File: src/rtl/uart_serial_receiver.sv
// 8N1 UART receiver with sticky ready/error flags, cleared by a one-cycle rx_clear pulse.
// Optional even-parity (8E1) support is compiled in when UART_RX_PARITY_EN is defined.
module uart_serial_receiver #(
  parameter int CLK_FREQ  = 50_000_000,
  parameter int BAUD_RATE = 115_200
) (
  input  logic       clk,
  input  logic       rst,
  input  logic       rx_serial,
  input  logic       rx_clear,
  output logic [7:0] rx_data,
  output logic       rx_ready,
  output logic       rx_busy,
  output logic       frame_err,
  output logic       overrun_err,
  output logic       parity_err
);

  localparam int CLKS_PER_BIT = CLK_FREQ / BAUD_RATE;
  localparam int CNT_W        = $clog2(CLKS_PER_BIT);
  localparam logic [CNT_W-1:0] BIT_LAST  = CNT_W'(CLKS_PER_BIT - 1);
  localparam logic [CNT_W-1:0] HALF_LAST = CNT_W'(CLKS_PER_BIT / 2 - 1);

  // Handshake: rx_ready rises when a good byte commits and stays high until a
  // cycle with rx_clear=1 while rx_ready=1; a commit in that same cycle wins.
  typedef enum logic [2:0] {
    S_IDLE,
    S_START,
    S_DATA,
`ifdef UART_RX_PARITY_EN
    S_PARITY,
`endif
    S_STOP,
    S_BREAK
  } state_t;

  state_t           state;
  logic             sync_1;
  logic             rx_s;
  logic [CNT_W-1:0] bit_cnt;
  logic [2:0]       bit_idx;
  logic [7:0]       shift_reg;
  logic             clear_ok;
`ifdef UART_RX_PARITY_EN
  logic             par_bad;
`endif

  assign clear_ok = rx_clear && rx_ready;

  always_ff @(posedge clk) begin
    if (!rst) begin
      sync_1      <= 1'b1;
      rx_s        <= 1'b1;
      state       <= S_IDLE;
      bit_cnt     <= '0;
      bit_idx     <= '0;
      shift_reg   <= '0;
      rx_data     <= '0;
      rx_ready    <= 1'b0;
      rx_busy     <= 1'b0;
      frame_err   <= 1'b0;
      overrun_err <= 1'b0;
`ifdef UART_RX_PARITY_EN
      par_bad     <= 1'b0;
      parity_err  <= 1'b0;
`endif
    end else begin
      sync_1 <= rx_serial;
      rx_s   <= sync_1;

      // Clear first; a commit later in this block overrides it.
      if (clear_ok) begin
        rx_ready    <= 1'b0;
        frame_err   <= 1'b0;
        overrun_err <= 1'b0;
`ifdef UART_RX_PARITY_EN
        parity_err  <= 1'b0;
`endif
      end

      case (state)
        S_IDLE: begin
          bit_cnt <= '0;
          if (!rx_s) begin
            state   <= S_START;
            rx_busy <= 1'b1;
          end
        end

        S_START: begin
          if (bit_cnt == HALF_LAST) begin
            bit_cnt <= '0;
            if (rx_s) begin
              state   <= S_IDLE;
              rx_busy <= 1'b0;
            end else begin
              state   <= S_DATA;
              bit_idx <= '0;
            end
          end else begin
            bit_cnt <= bit_cnt + 1'b1;
          end
        end

        S_DATA: begin
          if (bit_cnt == BIT_LAST) begin
            bit_cnt   <= '0;
            shift_reg <= {rx_s, shift_reg[7:1]};
            bit_idx   <= bit_idx + 1'b1;
            if (bit_idx == 3'd7) begin
`ifdef UART_RX_PARITY_EN
              state <= S_PARITY;
`else
              state <= S_STOP;
`endif
            end
          end else begin
            bit_cnt <= bit_cnt + 1'b1;
          end
        end

`ifdef UART_RX_PARITY_EN
        S_PARITY: begin
          if (bit_cnt == BIT_LAST) begin
            bit_cnt <= '0;
            par_bad <= (rx_s != ^shift_reg);
            state   <= S_STOP;
          end else begin
            bit_cnt <= bit_cnt + 1'b1;
          end
        end
`endif

        S_STOP: begin
          if (bit_cnt == BIT_LAST) begin
            bit_cnt <= '0;
            if (rx_s) begin
              // Return to IDLE immediately so a back-to-back start bit is caught.
              state    <= S_IDLE;
              rx_busy  <= 1'b0;
              rx_data  <= shift_reg;
              rx_ready <= 1'b1;
              if (rx_ready && !rx_clear) overrun_err <= 1'b1;
`ifdef UART_RX_PARITY_EN
              if (par_bad) parity_err <= 1'b1;
`endif
            end else begin
              frame_err <= 1'b1;
              state     <= S_BREAK;
            end
          end else begin
            bit_cnt <= bit_cnt + 1'b1;
          end
        end

        S_BREAK: begin
          bit_cnt <= '0;
          if (rx_s) begin
            state   <= S_IDLE;
            rx_busy <= 1'b0;
          end
        end

        default: begin
          state   <= S_IDLE;
          rx_busy <= 1'b0;
        end
      endcase
    end
  end

`ifndef UART_RX_PARITY_EN
  assign parity_err = 1'b0;
`endif

endmodule

File: config.mk
export PLATFORM = sky130hd
export DESIGN_NAME = uart_serial_receiver
export DESIGN_NICKNAME = d
export VERILOG_FILES = /design/src/rtl/uart_serial_receiver.sv
export SDC_FILE = /design/constraint.sdc
export NUM_CORES = 1
export LEC_CHECK = 0
export BUFFER_PORTS_ARGS = -buffer_cell sky130_fd_sc_hd__clkbuf_2
export CORE_ASPECT_RATIO = 0.75
export CORE_UTILIZATION = 29
export CTS_CLUSTER_SIZE = 10
export DETAILED_ROUTE_END_ITERATION = 8
export HOLD_SLACK_MARGIN = 0.15
export SLEW_MARGIN = 20
export SYNTH_ARGS = -nofsm -noshare
export SYNTH_HDL_FRONTEND = slang
export SYNTH_SLANG_ARGS = --single-unit
File: constraint.sdc
create_clock -name clk -period 3.15 [get_ports clk]
set_clock_uncertainty 0.2 [all_clocks]
set_input_delay 0.1575 -clock clk [delete_from_list [all_inputs] [get_ports clk]]
set_output_delay 0.1575 -clock clk [all_outputs]
set_load 0.05 [all_outputs]
Word level (Yosys, flattened, before mapping)
Cells that the tools add are included.
- logic and storage cells: 75
- bits of input ports: 4
- output and inout bits: 13
- flip-flop bits (word level): 37
- equal/unequal tests: 14
- muxes and demuxes: 34
- reductions and logical operators: 13
- bitwise logic cells: 1
- $add $sub $neg: 2
- operators by type and width (kind ; number):
    two-way mux 3 bit ; 10
    one-hot mux 9 bit (3 select lines) ; 1
    two-way mux 9 bit ; 2
    two-way mux 1 bit ; 17
    one-hot mux 3 bit (5 select lines) ; 1
    inequality test 2 bit, second input constant ; 7
    adder 9 x 1 -> 9 bit, second input constant ; 1
    == test 9 x 8 -> 1 bit, second input constant ; 1
    == test 9 bit, second input constant ; 1
    AND reduction 4 bit ; 2
    == test 3 x 2 -> 1 bit, second input constant ; 2
    == test 3 bit, second input constant ; 2
    one-hot mux 3 bit (2 select lines) ; 1
    AND reduction 6 bit ; 1
    one-hot mux 1 bit (5 select lines) ; 1
    OR reduction 2 bit ; 2
    adder 3 x 1 -> 3 bit, second input constant ; 1
    == test 3 x 1 -> 1 bit, second input constant ; 1
    logical NOT 3 bit ; 1
    AND reduction 3 bit ; 1
    nonzero test 3 bit ; 1
    logical AND 1 bit ; 2
    two-way mux 2 bit ; 1
    AND reduction 2 bit ; 1
    3 further kinds ; 3

Longest topological paths before layout
- depth in word-level cells: 6
- mapped depth: 7
- gate-level depth less buffers: 7

Least setup slack after synthesis
Ideal clock, no wire load.
- path kind: reg-to-reg
- from: reg bit_cnt[0]
- to: reg state[1]
- slack: 0.861 ns
- cell stages (with the launch flop): 8
- required time: 2.833 ns
- path buffers: 0
- library setup time: 0.117 ns
- arrival: 1.972 ns
- clock period less this slack: 2.289 ns
- cells stage by stage: dfxtp_1 -> inv_1 -> ha_1 -> or4b_4 -> or3_4 -> a211oi_4 -> o21ai_1 -> a32o_1
- word-level cells in the longest chain between the ends: 3
- elaborated cells between the ends (all ways): 6
- those cells by class: 5 x eq/ne; 1 x reduce/logical
- ends and longest elaborated chain (item ; line ; RTL):
    from (decl) ; 40 ; logic [CNT_W-1:0] bit_cnt;
    from (signal assigned) ; 101 ; bit_cnt <= bit_cnt + 1'b1;
    from (signal assigned) ; 118 ; bit_cnt <= bit_cnt + 1'b1;
    from (signal assigned) ; 152 ; bit_cnt <= bit_cnt + 1'b1;
    == test 9 bit / == test 9 x 8 -> 1 bit (equally long branches) ; 106, 135, 91 ;
    inequality test 2 bit (no source line) ; n/a ;
    AND reduction 6 bit (no source line) (*) ; n/a ;
    to (signal assigned) ; 114 ; state <= S_STOP;
    to (signal assigned) ; 139 ; state <= S_IDLE;
    to (signal assigned) ; 149 ; state <= S_BREAK;
    to (decl) ; 37 ; state_t state;
Mark *: on every way between the ends. The rest lies on a longest branch, timed or not.
A chain may end at the register's enable or synchronous reset.

Final worst setup path
Same ends and word-level chain as after synthesis.

==> metrics.txt <==
outcome=complete, no violations; total core area=5550 um^2; Net Count, Synth=197; Final Cell Area=around 2000 um^2; starting density of the core=31.2%; clock sink count=37; Hold Vio Cnt, Final=0; IO Pins=17; Synth Instances=188; die area=6300 um^2; post-synthesis cell area=1740 um^2; hold endpoint=rx_s$_SDFF_PN1_; commonest non-fill, non-tap cell in the layout=dfxtp_1; Clock transition at path regs=around 70 ps; drt drc=0; minimum clock period=2410 ps; Peak supply drop=132 uV; critical-path maximum fanout=6; initial antenna violation count=0; number of synthesized register bits=37; all-layer global routing usage=11.0%; R2R setup slack=~740 ps; most frequent cells in the layout=dfxtp_1, nor2b_1, nor2_1; setup TNS=0 ps; RSZ-0062 raised after global routing=no; n_diodes=0; Die Height=69.0 um; area grow syn2layout=16.5%; HPWL Detailed=between 2000 and 2500 um; Initial DRC Count=between 80 and 90; Slew Limit Headroom=roughly 55%; # rows=23; Pleak=0.674 nW; WP data arrival=2390 ps; Die X=91.3 um; Worst Min Path Start=sync_1$_SDFF_PN1_; first-pass GRT wire length=approximately 5300 um; CTS tree=yes; sequential area share after synthesis=42.7%; CP peak stage delay=around 460 ps; period utilization=~77%; postcts setup bufs=0; wire per inst=11.5 um; multi-input logic area=946 um^2; CTS Root Cell=clkbuf_8; share of cells above drive strength 1=between 10% and 20%; vias per cell=4.54; Max Slew Vio Count=0; WS Path Type=flop to flop; crit-path cells=inv_1, ha_1, or4b_4, or3_4, a211oi_4, o21ai_1, a32o_1; CTS Buffer Depth=2; largest net degree at the start of global routing=36; TritonRoute pass-1 iters=4; CP Capture Type=flop; vias in the first global route=between 1000 and 1500; total of warnings raised by yosys=0; reg2reg path depth=7; Slowest cell on crit path=or4b_4; max cap viols=0; Sequential cell area=741 um^2; Avg Synthesized Cell Area=9.23 um^2; CTS resizes=0; Remaining Overflow, GRT=0; number of buffers created by CTS=5; Final setup viols=0; min-delay worst type=flop to flop; worst-skew pair later-pin latency=approximately 290 ps; Cells on Worst Hold Path=1; DP Area=1880 um^2; Cell variety after synth=37; overall routed net length=between 3000 and 4000 um; max reg flops=9; GPL Wtd Cong=0.776; Worst EP required=3130 ps; Highest Clock Rate=415 MHz; pwr dens=465 nW/um^2; CTS H-tree depth=2; PortBufs=15; Antenna Nets Post-Route=0; CTS Hold Buffers Added=2; Crit Reg-Reg Endpoint=state[1]$_SDFFE_PN0P_; fill count=573; Startpoint Class=flop; Final #Nets=213; r2r startpoint=bit_cnt[0]$_SDFFE_PN0P_; DR vias=1272; worst slew pin tran=666 ps
cell usage after synthesis:
cell type  instances  area (um^2)
buf_2              1         5.00
o21bai_1           2         15.0
and3_1             1         6.26
buf_6              1         11.3
nand2b_1           4         25.0
xnor2_1            3         26.3
mux2i_1           18          180
nand2_1           14         52.6
a32o_1             1         10.0
clkbuf_1           6         22.5
nor2b_1           22          138
inv_1              3         11.3
dfxtp_1           37          741
nor2_1            19         71.3
conb_1             1         3.75
nand4b_1           1         8.76
o21a_1             3         22.5
and4_1             1         8.76
nand4_1            4         25.0
xor2_1             3         26.3
a21oi_1            8         40.0
a22oi_1            2         15.0
buf_1              1         3.75
a21boi_0           3         22.5
nand3_1            5         25.0
nor4_1             4         25.0
o21ai_1            2         10.0
and4b_1            1         10.0
buf_4              1         7.51
and4bb_2           1         12.5
or3_4              1         11.3
or4b_4             1         13.8
ha_1               5         62.6
or3b_2             2         17.5
o21ai_0            4         20.0
a211oi_4           1         20.0
a31o_2             1         8.76
critical path: cells and delay by family, from the launching register on:
kind	cells	cell delay [ps]
compound gates	3	710
fa+ha+maj	1	140
buf+inv	1	80
flops	1	350
simple gates	2	820
how the worst max path moves through the flow:
| stage | endpoint | from | cells past startpoint | slack, ps |
|---|---|---|---|---|
| after floorplan | state[1]$_SDFFE_PN0P_ | bit_cnt[0]$_SDFFE_PN0P_ | 7 | 860 |
| after global placement | state[1]$_SDFFE_PN0P_ | bit_cnt[0]$_SDFFE_PN0P_ | 7 | 790 |
| after detailed placement | state[1]$_SDFFE_PN0P_ | bit_cnt[0]$_SDFFE_PN0P_ | 7 | 750 |
| after CTS | state[1]$_SDFFE_PN0P_ | bit_cnt[0]$_SDFFE_PN0P_ | 7 | 730 |
| after global routing | state[1]$_SDFFE_PN0P_ | bit_cnt[0]$_SDFFE_PN0P_ | 7 | 650 |
| final | state[1]$_SDFFE_PN0P_ | bit_cnt[0]$_SDFFE_PN0P_ | 7 | 740 |
routing by layer:
| layer | part of all wire, % | vias to the layer above | track usage [%] | routed length, um |
|---|---|---|---|---|
| li1 | - | 674 | - | - |
| met1 | 57 | 573 | 16.1 | 1820 |
| met2 | 37 | 21 | 14.2 | 1200 |
| met3 | 4.0 | 4 | 3.18 | 127 |
| met4 | 1.8 | 0 | 5.95 | 59 |
| met5 | 0 | - | 0 | 0 |
stage by stage:
step	total power [mW]	setup slack, ps	hold slack, ps	instances	utilization [%]
3_3_place_gp	0.519	793	141	270	33.9
4_1_cts	0.952	732	211	280	36.4
6_report	0.939	739	211	280	36.4
2_1_floorplan	0.511	861	30.5	188	-
3_5_place_dp	0.519	746	146	270	33.9
5_1_grt	0.980	651	231	280	36.4
cells by family after synthesis:
group           count (synthesis)  share of synthesized area (%)
compound gates                 27                           10.6
buf+inv                        13                           3.53
fa+ha+maj                       5                           3.60
xor+xnor                        6                           3.03
flops                          37                           42.7
simple gates                   81                           26.0
other cells                     1                          0.216
mux                            18                           10.4
report_power, final:
part,total (mW),internal (mW),switching (mW)
logic,0.0342,0.0142,0.0200
clock network,0.429,0.257,0.172
registers,0.476,0.471,0.00499
total,0.939,0.742,0.197
layout make-up:
cell class / instances / area share, %
timing repair buffer: 19 / 5.45
tap: 75 / 4.64
multi-input combinational: 138 / 46.8
clock inverter: 2 / 1.86
sequential: 37 / 36.6
clock buffer: 6 / 4.08
inverter: 3 / 0.557
Power figures use the tool's default switching activity.
